**config.mk**
```make
export PLATFORM = sky130hd
export DESIGN_NAME = aibcr3_io_seq
export DESIGN_NICKNAME = d
export VERILOG_FILES = /design/src/rtl/aibcr3_io_seq_pkg.sv /design/src/rtl/aibcr3_io_seq_ramp.sv /design/src/rtl/aibcr3_io_seq.sv
export SDC_FILE = /design/constraint.sdc
export NUM_CORES = 1
export LEC_CHECK = 0
export BUFFER_PORTS_ARGS = -buffer_cell sky130_fd_sc_hd__buf_4
export CAP_MARGIN = 20
export CORE_MARGIN = 5
export CORE_UTILIZATION = 60
export DETAILED_ROUTE_END_ITERATION = 12
export GPL_ROUTABILITY_DRIVEN = 0
export PLACE_DENSITY = 0.8
export SLEW_MARGIN = 25
export SYNTH_ARGS = -nofsm -noshare
export SYNTH_HDL_FRONTEND = slang
export SYNTH_SLANG_ARGS = --single-unit
```
**constraint.sdc**
```tcl
create_clock -name i_clk -period 3.6 [get_ports i_clk]
set_clock_uncertainty 0.1 [all_clocks]
set_input_delay 0.9 -clock i_clk [delete_from_list [all_inputs] [get_ports i_clk]]
set_output_delay 0.9 -clock i_clk [all_outputs]
set_load 0.1 [all_outputs]
```
**src/rtl/aibcr3_io_seq_pkg.sv**
```systemverilog
// rtl/aibcr3_io_seq_pkg.sv - shared types and constants for the aibcr3 IO pad sequencer
package aibcr3_io_seq_pkg;

  typedef enum logic [2:0] {
    ST_OFF     = 3'd0,
    ST_PULL    = 3'd1,
    ST_RAMP_UP = 3'd2,
    ST_ACTIVE  = 3'd3,
    ST_RAMP_DN = 3'd4
  } seq_state_e;

  localparam logic [1:0] PULL_NONE = 2'b00;
  localparam logic [1:0] PULL_DN   = 2'b01;
  localparam logic [1:0] PULL_UP   = 2'b10;

  localparam logic [1:0] DRV_MAX = 2'b11;

endpackage

```
**src/rtl/aibcr3_io_seq_ramp.sv**
```systemverilog
// rtl/aibcr3_io_seq_ramp.sv - 2-bit saturating drive-code stepper for one PMOS/NMOS leg
module aibcr3_io_seq_ramp
  import aibcr3_io_seq_pkg::*;
(
  input  logic       i_clk,
  input  logic       i_rst,
  input  logic       i_clr,
  input  logic       i_step_up,
  input  logic       i_step_dn,
  input  logic [1:0] i_target,
  output logic [1:0] o_code,
  output logic       o_at_target,
  output logic       o_at_zero
);

  logic [1:0] r_code;

  // Up-steps stop at the target (and never wrap past DRV_MAX); down-steps stop at zero.
  always_ff @(posedge i_clk) begin
    if (i_rst || i_clr) begin
      r_code <= 2'b00;
    end else if (i_step_up && (r_code < i_target) && (r_code != DRV_MAX)) begin
      r_code <= r_code + 2'd1;
    end else if (i_step_dn && (r_code != 2'b00)) begin
      r_code <= r_code - 2'd1;
    end
  end

  assign o_code      = r_code;
  assign o_at_target = (r_code == i_target);
  assign o_at_zero   = (r_code == 2'b00);

endmodule

```
**src/rtl/aibcr3_io_seq.sv**
```systemverilog
// rtl/aibcr3_io_seq.sv - per-pad enable/disable sequencer for the aibcr3 analog IO cell
// Optional por_vcchssi 2-flop synchronizer: define AIBCR3_IO_SEQ_PORSYNC_EN.
module aibcr3_io_seq
  import aibcr3_io_seq_pkg::*;
#(
  parameter int SETTLE_CYC = 16,
  parameter int STEP_CYC   = 4,
  parameter int CNT_W      = 8
) (
  input  logic       i_clk,
  input  logic       i_rst,
  input  logic       i_por_vcchssi,
  input  logic       i_en_req,
  input  logic       i_cfg_tx,
  input  logic       i_cfg_clk,
  input  logic [1:0] i_cfg_pull,
  input  logic [1:0] i_cfg_pdrv,
  input  logic [1:0] i_cfg_ndrv,
  output logic       o_itx_en_buf,
  output logic [1:0] o_ipdrv_buf,
  output logic [1:0] o_indrv_buf,
  output logic       o_weak_pullupenb,
  output logic       o_weak_pulldownen,
  output logic       o_data_en,
  output logic       o_clk_en,
  output logic       o_en_ack,
  output logic       o_busy
);

  localparam logic [CNT_W-1:0] SETTLE_LD = CNT_W'(SETTLE_CYC - 1);
  localparam logic [CNT_W-1:0] STEP_LD   = CNT_W'(STEP_CYC - 1);
  localparam logic [CNT_W-1:0] CNT_ONE   = CNT_W'(1);

  logic w_por_sync;

`ifdef AIBCR3_IO_SEQ_PORSYNC_EN
  logic r_por_meta;
  logic r_por_sync;

  always_ff @(posedge i_clk) begin
    if (i_rst) begin
      r_por_meta <= 1'b1;
      r_por_sync <= 1'b1;
    end else begin
      r_por_meta <= i_por_vcchssi;
      r_por_sync <= r_por_meta;
    end
  end

  assign w_por_sync = r_por_sync;
`else
  assign w_por_sync = i_por_vcchssi;
`endif

  seq_state_e       r_state;
  seq_state_e       w_state_nxt;
  logic [CNT_W-1:0] r_cnt;
  logic [CNT_W-1:0] w_cnt_nxt;
  logic             w_cnt_zero;
  logic             w_ld_shadow;
  logic             w_clr;
  logic             w_step_up;
  logic             w_step_dn;

  logic       r_sh_tx;
  logic       r_sh_clk;
  logic [1:0] r_sh_pull;
  logic [1:0] r_sh_pdrv;
  logic [1:0] r_sh_ndrv;
  logic       w_sh_tx_nxt;
  logic       w_sh_clk_nxt;
  logic [1:0] w_sh_pull_nxt;

  logic w_p_at_tgt;
  logic w_n_at_tgt;
  logic w_p_at_zero;
  logic w_n_at_zero;

  logic r_itx_en;
  logic r_pu_enb;
  logic r_pd_en;
  logic r_data_en;
  logic r_clk_en;
  logic r_ack;
  logic r_busy;

  logic w_pull_on;
  logic w_itx_nxt;
  logic w_pu_enb_nxt;
  logic w_pd_en_nxt;
  logic w_data_en_nxt;
  logic w_clk_en_nxt;
  logic w_ack_nxt;
  logic w_busy_nxt;

  assign w_cnt_zero = (r_cnt == '0);

  always_ff @(posedge i_clk) begin
    if (i_rst) begin
      r_state <= ST_OFF;
      r_cnt   <= '0;
    end else begin
      r_state <= w_state_nxt;
      r_cnt   <= w_cnt_nxt;
    end
  end

  always_comb begin
    w_state_nxt = r_state;
    w_cnt_nxt   = w_cnt_zero ? r_cnt : (r_cnt - CNT_ONE);
    w_ld_shadow = 1'b0;
    w_clr       = 1'b0;
    w_step_up   = 1'b0;
    w_step_dn   = 1'b0;
    if (w_por_sync) begin
      // POR drops the pad straight to OFF with no ramp down.
      w_state_nxt = ST_OFF;
      w_cnt_nxt   = '0;
      w_clr       = 1'b1;
    end else begin
      case (r_state)
        ST_OFF: begin
          if (i_en_req) begin
            w_state_nxt = ST_PULL;
            w_cnt_nxt   = SETTLE_LD;
            w_ld_shadow = 1'b1;
          end
        end
        ST_PULL: begin
          if (!i_en_req) begin
            w_state_nxt = ST_OFF;
            w_cnt_nxt   = '0;
          end else if (w_cnt_zero) begin
            w_state_nxt = r_sh_tx ? ST_RAMP_UP : ST_ACTIVE;
            w_cnt_nxt   = r_sh_tx ? STEP_LD : '0;
          end
        end
        ST_RAMP_UP: begin
          if (!i_en_req) begin
            w_state_nxt = ST_RAMP_DN;
            w_cnt_nxt   = STEP_LD;
          end else if (w_cnt_zero) begin
            if (w_p_at_tgt && w_n_at_tgt) begin
              w_state_nxt = ST_ACTIVE;
            end else begin
              w_step_up = 1'b1;
              w_cnt_nxt = STEP_LD;
            end
          end
        end
        ST_ACTIVE: begin
          if (!i_en_req) begin
            w_state_nxt = ST_RAMP_DN;
            w_cnt_nxt   = STEP_LD;
          end
        end
        ST_RAMP_DN: begin
          if (w_cnt_zero) begin
            if (w_p_at_zero && w_n_at_zero) begin
              w_state_nxt = ST_OFF;
            end else begin
              w_step_dn = 1'b1;
              w_cnt_nxt = STEP_LD;
            end
          end
        end
        default: begin
          w_state_nxt = ST_OFF;
          w_cnt_nxt   = '0;
          w_clr       = 1'b1;
        end
      endcase
    end
  end

  assign w_sh_tx_nxt   = w_ld_shadow ? i_cfg_tx   : r_sh_tx;
  assign w_sh_clk_nxt  = w_ld_shadow ? i_cfg_clk  : r_sh_clk;
  assign w_sh_pull_nxt = w_ld_shadow ? i_cfg_pull : r_sh_pull;

  always_ff @(posedge i_clk) begin
    if (i_rst) begin
      r_sh_tx   <= 1'b0;
      r_sh_clk  <= 1'b0;
      r_sh_pull <= PULL_NONE;
      r_sh_pdrv <= 2'b00;
      r_sh_ndrv <= 2'b00;
    end else if (w_ld_shadow) begin
      r_sh_tx   <= i_cfg_tx;
      r_sh_clk  <= i_cfg_clk;
      r_sh_pull <= i_cfg_pull;
      r_sh_pdrv <= i_cfg_pdrv;
      r_sh_ndrv <= i_cfg_ndrv;
    end
  end

  aibcr3_io_seq_ramp u_ramp_p (
    .i_clk       (i_clk),
    .i_rst       (i_rst),
    .i_clr       (w_clr),
    .i_step_up   (w_step_up),
    .i_step_dn   (w_step_dn),
    .i_target    (r_sh_pdrv),
    .o_code      (o_ipdrv_buf),
    .o_at_target (w_p_at_tgt),
    .o_at_zero   (w_p_at_zero)
  );

  aibcr3_io_seq_ramp u_ramp_n (
    .i_clk       (i_clk),
    .i_rst       (i_rst),
    .i_clr       (w_clr),
    .i_step_up   (w_step_up),
    .i_step_dn   (w_step_dn),
    .i_target    (r_sh_ndrv),
    .o_code      (o_indrv_buf),
    .o_at_target (w_n_at_tgt),
    .o_at_zero   (w_n_at_zero)
  );

  // Outputs decode the next state so they line up with the registered drive codes.
  always_comb begin
    w_pull_on     = (w_state_nxt == ST_PULL) || (w_state_nxt == ST_RAMP_UP) ||
                    (!w_sh_tx_nxt && ((w_state_nxt == ST_ACTIVE) || (w_state_nxt == ST_RAMP_DN)));
    w_itx_nxt     = w_sh_tx_nxt && ((w_state_nxt == ST_RAMP_UP) || (w_state_nxt == ST_ACTIVE) ||
                                    (w_state_nxt == ST_RAMP_DN));
    w_pu_enb_nxt  = !(w_pull_on && (w_sh_pull_nxt == PULL_UP));
    w_pd_en_nxt   = w_pull_on && (w_sh_pull_nxt == PULL_DN);
    w_ack_nxt     = (w_state_nxt == ST_ACTIVE);
    w_data_en_nxt = w_ack_nxt && !w_sh_clk_nxt;
    w_clk_en_nxt  = w_ack_nxt && w_sh_clk_nxt;
    w_busy_nxt    = (w_state_nxt == ST_PULL) || (w_state_nxt == ST_RAMP_UP) ||
                    (w_state_nxt == ST_RAMP_DN);
  end

  always_ff @(posedge i_clk) begin
    if (i_rst) begin
      r_itx_en  <= 1'b0;
      r_pu_enb  <= 1'b1;
      r_pd_en   <= 1'b0;
      r_data_en <= 1'b0;
      r_clk_en  <= 1'b0;
      r_ack     <= 1'b0;
      r_busy    <= 1'b0;
    end else begin
      r_itx_en  <= w_itx_nxt;
      r_pu_enb  <= w_pu_enb_nxt;
      r_pd_en   <= w_pd_en_nxt;
      r_data_en <= w_data_en_nxt;
      r_clk_en  <= w_clk_en_nxt;
      r_ack     <= w_ack_nxt;
      r_busy    <= w_busy_nxt;
    end
  end

  assign o_itx_en_buf      = r_itx_en;
  assign o_weak_pullupenb  = r_pu_enb;
  assign o_weak_pulldownen = r_pd_en;
  assign o_data_en         = r_data_en;
  assign o_clk_en          = r_clk_en;
  assign o_en_ack          = r_ack;
  assign o_busy            = r_busy;

endmodule

```
# [Word-level counts from Yosys, hierarchy flattened]
# Index checks and enable logic that the tools add are counted.
[classes] eq_ne=14 n_reduce_logical=34 n_lt_le_gt_ge=2 muxes=45 addsub=5
[ops] operator="$mux W8" n=10
[ops] operator="$pmux W8 S5" n=1
[ops] operator="$mux W3" n=10
[ops] operator="$mux W1" n=17
[ops] operator="$pmux W3 S5" n=1
[ops] operator="$logic_and A1 B1 Y1" n=14
[ops] operator="$eq A3 B2 Y1 const B" n=4
[ops] operator="$mux W2" n=6
[ops] operator="$logic_not A8 Y1" n=1
[ops] operator="$reduce_bool A2 Y1" n=4
[ops] operator="$sub A8 B1 Y8 const B" n=1
[ops] operator="$logic_or A1 B1 Y1" n=7
[ops] operator="$eq A3 B1 Y1 const B" n=2
[ops] operator="$eq A3 B3 Y1 const B" n=2
[ops] operator="$reduce_or A5 Y1" n=1
[ops] operator="$add A2 B1 Y2 const B" n=2
[ops] operator="$eq A2 B2 Y1" n=2
[ops] operator="$logic_not A2 Y1" n=2
[ops] operator="$lt A2 B2 Y1" n=2
[ops] operator="$ne A2 B2 Y1 const B" n=2
[ops] operator="$sub A2 B1 Y2 const B" n=2
[ops] operator="$logic_not A1 Y1" n=3
[ops] operator="$logic_not A3 Y1" n=1
[ops] operator="$eq A2 B1 Y1 const B" n=1
[ops] operator="2 further kinds" n=2
[totals] out_inout_bits=11 in_bits=12 wordCells=116 register_bits=30

# [Logic depth before layout (Yosys ltp)]
[logic_depth] word_depth=13 ltp_mapped=8 depth_no_buf=7

# [Hierarchy]
# A second synthesis with hierarchy kept.
[hier_totals] cells_unflattened=191 hier_area_um2=1746.7
[modules_own_cells] module="aibcr3_io_seq" instances=1 area_per_inst_um2=1426.4 cells_per_inst=157 seq_area_each_um2=520.5
[modules_own_cells] module="aibcr3_io_seq_ramp" instances=2 area_per_inst_um2=160.2 cells_per_inst=17 seq_area_each_um2=40.0

# [Worst setup path after synthesis]
# Ideal clock, no wire load.
[synth_path] path_type="reg2reg" startpoint="register u_ramp_n.r_code[0], in the netlist u_ramp_n.o_code[0]" endpoint="register r_pu_enb, in the netlist o_weak_pullupenb" setup_ns=0.124 period_less_slack_ns=2.564 path_stages_with_launch=7 t_required_ns=3.376 path_slack_ns=1.036 arrival_ns=2.339 path_buffers=0 cell_sequence="dfxtp_1 > inv_1 > ha_1 > nand4_1 > and4b_1 > a22o_1 > a2111o_1"
[synth_between] elab_chain_cells=13 elab_cells_between_ends=21 cone_classes="5 x eq/ne; 7 x mux; 9 x reduce/logical"
[synth_lines] element="start: declaration" line="aibcr3_io_seq_ramp.sv:16" rtl="logic [1:0] r_code;"
[synth_lines] element="start signal: assignment" line="aibcr3_io_seq_ramp.sv:23" rtl="r_code <= r_code + 2'd1;"
[synth_lines] element="start signal: assignment" line="aibcr3_io_seq_ramp.sv:25" rtl="r_code <= r_code - 2'd1;"
[synth_lines] element="$eq A2 B2 Y1" line="aibcr3_io_seq_ramp.sv:30" rtl="assign o_at_target = (r_code == i_target);"
[synth_lines] element="$logic_and A1 B1 Y1" line="aibcr3_io_seq.sv:143" rtl="if (w_p_at_tgt && w_n_at_tgt) begin"
[synth_lines] element="$mux W3" line="aibcr3_io_seq.sv:143"
[synth_lines] element="$mux W3" line="aibcr3_io_seq.sv:142" rtl="end else if (w_cnt_zero) begin"
[synth_lines] element="$mux W3" line="aibcr3_io_seq.sv:139" rtl="if (!i_en_req) begin"
[synth_lines] element="$pmux W3 S5 (*)" line="aibcr3_io_seq.sv:121" rtl="case (r_state)"
[synth_lines] element="$mux W3 (*)" line="aibcr3_io_seq.sv:115" rtl="if (w_por_sync) begin"
[synth_lines] element="$eq A3 B2 Y1 / $eq A3 B3 Y1 (equally long branches)" line="aibcr3_io_seq.sv:223" rtl="(!w_sh_tx_nxt && ((w_state_nxt == ST_ACTIVE) || (w_state_nxt == ST_RAMP_DN)));"
[synth_lines] element="$logic_or A1 B1 Y1" line="aibcr3_io_seq.sv:223"
[synth_lines] element="$logic_and A1 B1 Y1" line="aibcr3_io_seq.sv:223"
[synth_lines] element="$logic_or A1 B1 Y1 (*)" line="aibcr3_io_seq.sv:222" rtl="w_pull_on = (w_state_nxt == ST_PULL) || (w_state_nxt == ST_RAMP_UP) ||"
[synth_lines] element="$logic_and A1 B1 Y1 (*)" line="aibcr3_io_seq.sv:226" rtl="w_pu_enb_nxt = !(w_pull_on && (w_sh_pull_nxt == PULL_UP));"
[synth_lines] element="$logic_not A1 Y1 (*)" line="aibcr3_io_seq.sv:226"
[synth_lines] element="end signal: assignment" line="aibcr3_io_seq.sv:246" rtl="r_pu_enb <= w_pu_enb_nxt;"
[synth_lines] element="end: declaration" line="aibcr3_io_seq.sv:80" rtl="logic r_pu_enb;"
# Mark *: on every way between the ends. The rest lies on a longest branch, timed or not.
# A chain may end at the register's enable or synchronous reset.

# [Final worst setup path]
[layout_path] startpoint="register r_cnt[0]" endpoint="register r_cnt[1]"
[layout_between] elab_chain_cells=6 elab_cells_between_ends=13 cone_classes="1 x add/sub; 11 x mux; 1 x reduce/logical"
[layout_lines] element="start: declaration" line="aibcr3_io_seq.sv:57" rtl="logic [CNT_W-1:0] r_cnt;"
[layout_lines] element="start signal: assignment" line="aibcr3_io_seq.sv:104" rtl="r_cnt <= w_cnt_nxt;"
[layout_lines] element="$sub A8 B1 Y8 / $logic_not A8 Y1 (equally long branches)" line="aibcr3_io_seq.sv:110, aibcr3_io_seq.sv:96"
[layout_lines] element="$mux W8" line="aibcr3_io_seq.sv:110" rtl="w_cnt_nxt = w_cnt_zero ? r_cnt : (r_cnt - CNT_ONE);"
[layout_lines] element="$mux W8" line="aibcr3_io_seq.sv:143"
[layout_lines] element="$mux W8" line="aibcr3_io_seq.sv:142"
[layout_lines] element="$mux W8" line="aibcr3_io_seq.sv:139"
[layout_lines] element="$pmux W8 S5 (*)" line="aibcr3_io_seq.sv:121"
# Marked as above.

==> qor.txt <==
=================================================================================
Outcome                                                                 completed
Maximum number of buffers from clock root to sink                               2
Simple-gate share of the synthesized area                                  0.2875
Sinks on the clock net                                                         30
Post-CTS setup-driven buffer insertion count                                    0
Tightest Hold Check Type                                                  reg2reg
Worst slew slack as a fraction of its limit                                0.4532
Worst setup path category                                                 reg2reg
Hold buffer count at CTS                                                        0
Overflow left after global routing                                              0
Fraction of layout cells with a size suffix above 1                        0.1737
Highest ir drop seen on vdd                                             0.4656 mV
Synth Net Count                                                               210
Switching share of power                                                   0.2912
Iteration-0 DRC count of the detailed router                                   89
Setup TNS Final                                                              0 ns
Maximum number of pins on one net before global-route repair                   18
Most frequently used flop master after synthesis                          dfxtp_1
Xor and xnor area share after synthesis                                   0.03766
Post-layout min period                                                   2.498 ns
Total of cells resized after clock tree synthesis                               0
CTS H-Tree Depth                                                                2
Static leakage                                                          0.7125 nW
Routed len/inst                                                          14.88 um
Kind of start point of the critical path                                flip-flop
Data arrival time of the worst path                                       2.62 ns
Die Area                                                                 3855 um2
Top Ports                                                                      23
Initial core utilization                                                   0.6396
Wire length on met3                                                        198 um
Combinational cell fraction of total power                                  0.198
Initial antenna violation count                                                 0
Flip-flop and latch count after synthesis                                      30
Syn avg cell area                                                       8.434 um2
CORE AREA                                                                2545 um2
Number of enable-type register cells in the synthesized netlist                 0
Synthesized netlist cell count                                                193
Crit end category                                                       flip-flop
Final instance count without filler cells                                     243
Number of buffers added by the clock tree synthesis step                        5
Unrepaired setup endpoints after global routing                                no
First-pass iteration count of the detailed router                               4
Clock power frac                                                            0.345
Transition time of the tightest slew-check pin                          0.8126 ns
Count of buffers inserted at the top-level ports                               22
Final core utilization                                                     0.7271
DIE WIDTH                                                                62.09 um
Max Fanout on Critical Path                                                    12
Max Cap Viol                                                                    0
FMAX                                                                    400.4 MHz
# diodes                                                                        0
Power per cell area                                                  420.3 nW/um2
Layout Area Growth over Synthesis                                          13.68%
Source-to-sink clock delay at the later pin of the worst-skew pair        0.33 ns
PnR Total Power                                                         0.7779 mW
Fraction of the cycle the final worst path needs                           0.6938
Via count                                                                    1494
Number of hold violations in the final report                                   0
Total setup violations reported at the end of the flow                          0
Post-route antenna net violation count                                          0
WP data required                                                          3.73 ns
Met1 Wirelength                                                           1616 um
Detailed placer's ending HPWL                                             2691 um
Chip Height                                                              62.09 um
Met2 wirelength from detailed routing                                     1783 um
Launching element of the worst setup path                                r_cnt[0]
Number of fillers in the final layout                                         208
Top routing layer used                                                       met4
Final slew viol count                                                           0
Asr flop ratio synth                                                            0
Cell Area, Synth                                                         1628 um2
Number of standard-cell rows in the floorplan                                  18
Mux contribution to synthesized area                                      0.03075
Count of yosys warnings during synthesis                                        0
Part of the power in registers                                              0.457
Net Sw Power                                                            0.2265 mW
Sequential area share after synthesis                                      0.3689
Count of cell types in the netlist                                             52
Number of global-route vias before repair                                    1392
Adder and majority cell fraction of the synthesized area                  0.03843
Worst-path clk slew                                                       0.10 ns
Worst reg2reg startpoint                                                 r_cnt[0]
Buffer type at the clock tree root                                       clkbuf_4
Aggregate routed wire length                                              3617 um
Largest family of logic cells by synthesized area                    simple AND/OR/NAND/NOR gates
Hold Worst Slack                                                        0.3686 ns
Residual DRC count                                                              0
First-pass GRT wire length                                                5802 um
Internal power                                                          0.5514 mW
Overall routing resource usage                                             0.2042
Source of the worst hold timing path                                 r_sh_pdrv[1]
TritonCTS clock tree                                                          yes
Vias/cell                                                                   6.148
Placed Cells                                                                  235
Post-synthesis compound-gate area fraction                                 0.1752
# nets final                                                                  229
Slack of the worst reg-to-reg path                                        1.10 ns
=================================================================================
final timing paths:
| check | end | cells after the start |
|---|---|---|
| hold / removal | r_sh_pdrv[1] | 2 |
| setup / recovery | r_cnt[1] | 7 |
| setup reg to reg | r_cnt[1] | 7 |
| hold reg to reg | r_sh_pdrv[1] | 2 |
layout by cell type (no fill, tap or decap), drive strengths merged, types with 6 or more instances in the layout:
cell   Yosys  final
buf        6     22
inv       10     10
nand2     16     16
a21oi     14     14
dfxtp     30     30
xnor2      6      6
nand3      7      7
nor2      17     17
nor3       8      8
layout make-up:
cell class / instances / area, um2 / area share
Inverter: 10 / 37.54 / 0.02028
Multi-Input combinational cell: 143 / 927.1 / 0.5010
Tap cell: 30 / 37.54 / 0.02028
Sequential cell: 30 / 600.6 / 0.3245
Clock buffer: 5 / 37.54 / 0.02028
Timing Repair Buffer: 22 / 165.2 / 0.08925
Clock inverter: 3 / 45.04 / 0.02434
metal layers:
| layer | global-route usage | up-vias |
|---|---|---|
| li1 | - | 739 |
| met3 | 0.07025 | 4 |
| met1 | 0.2500 | 706 |
| met4 | 0.08485 | 0 |
| met5 | 0 | - |
| met2 | 0.3254 | 45 |
logic make-up (layout without fill, tap and decap cells):
| group | count (synthesis) | in the layout |
|---|---|---|
| buf+inv | 20 | 40 |
| xor+xnor | 7 | 7 |
| flops | 30 | 30 |
| mux | 5 | 5 |
| simple gates | 83 | 83 |
| fa+ha+maj | 5 | 5 |
| compound gates | 43 | 43 |
state kept, by name (all words and copies together) (netlist names), 2 cells and up:
signal / count
r_cnt: 8
r_state: 3
r_sh_ndrv: 2
r_sh_pdrv: 2
r_sh_pull: 2
u_ramp_n.o_code: 2
u_ramp_p.o_code: 2
stage by stage:
step                cell area [um2]  setup slack (ns)
global route                   1851            0.9482
finish                         1851             1.102
CTS                            1851             1.147
detailed placement             1768            0.8136
floorplan                      1628             1.036
global placement               1768            0.9407
synthesized netlist by cell type (all sizes together) (2+ instances only):
library cell / count / area share
a2111oi: 2 / 0.011
a211o: 2 / 0.011
a211oi: 2 / 0.0092
a21oi: 14 / 0.043
a31oi: 4 / 0.015
and2: 2 / 0.0077
and3b: 2 / 0.011
buf: 6 / 0.029
clkbuf: 4 / 0.0092
dfxtp: 30 / 0.37
ha: 5 / 0.038
inv: 10 / 0.023
mux2i: 5 / 0.031
nand2: 16 / 0.037
nand2b: 3 / 0.012
nand3: 7 / 0.022
nand4: 4 / 0.015
nor2: 17 / 0.041
nor2b: 2 / 0.0077
nor3: 8 / 0.032
nor3b: 4 / 0.022
nor4: 4 / 0.015
nor4b: 2 / 0.011
o21a: 3 / 0.014
o21ai: 5 / 0.015
o32ai: 2 / 0.011
or2: 3 / 0.012
or3: 2 / 0.0077
or3b: 2 / 0.011
or4: 2 / 0.012
xnor2: 6 / 0.032
power groups by stage:
stage | Clock, mW | Sequential, mW | Combinational, mW
2_1_floorplan | 0 | 0.366 | 0.116
3_3_place_gp | 0 | 0.362 | 0.148
4_1_cts | 0.273 | 0.355 | 0.151
6_report | 0.268 | 0.356 | 0.154
3_5_place_dp | 0 | 0.362 | 0.151
5_1_grt | 0.296 | 0.357 | 0.168
worst max-delay path, stage by stage (launching register included):
cell	delay (ns)
dfxtp_1	0.35
inv_1	0.13
ha_1	0.22
nor3b_1	0.52
nand2_1	0.40
a2111oi_0	0.43
a211oi_1	0.08
o21a_1	0.17
Power figures use the tool's default switching activity.
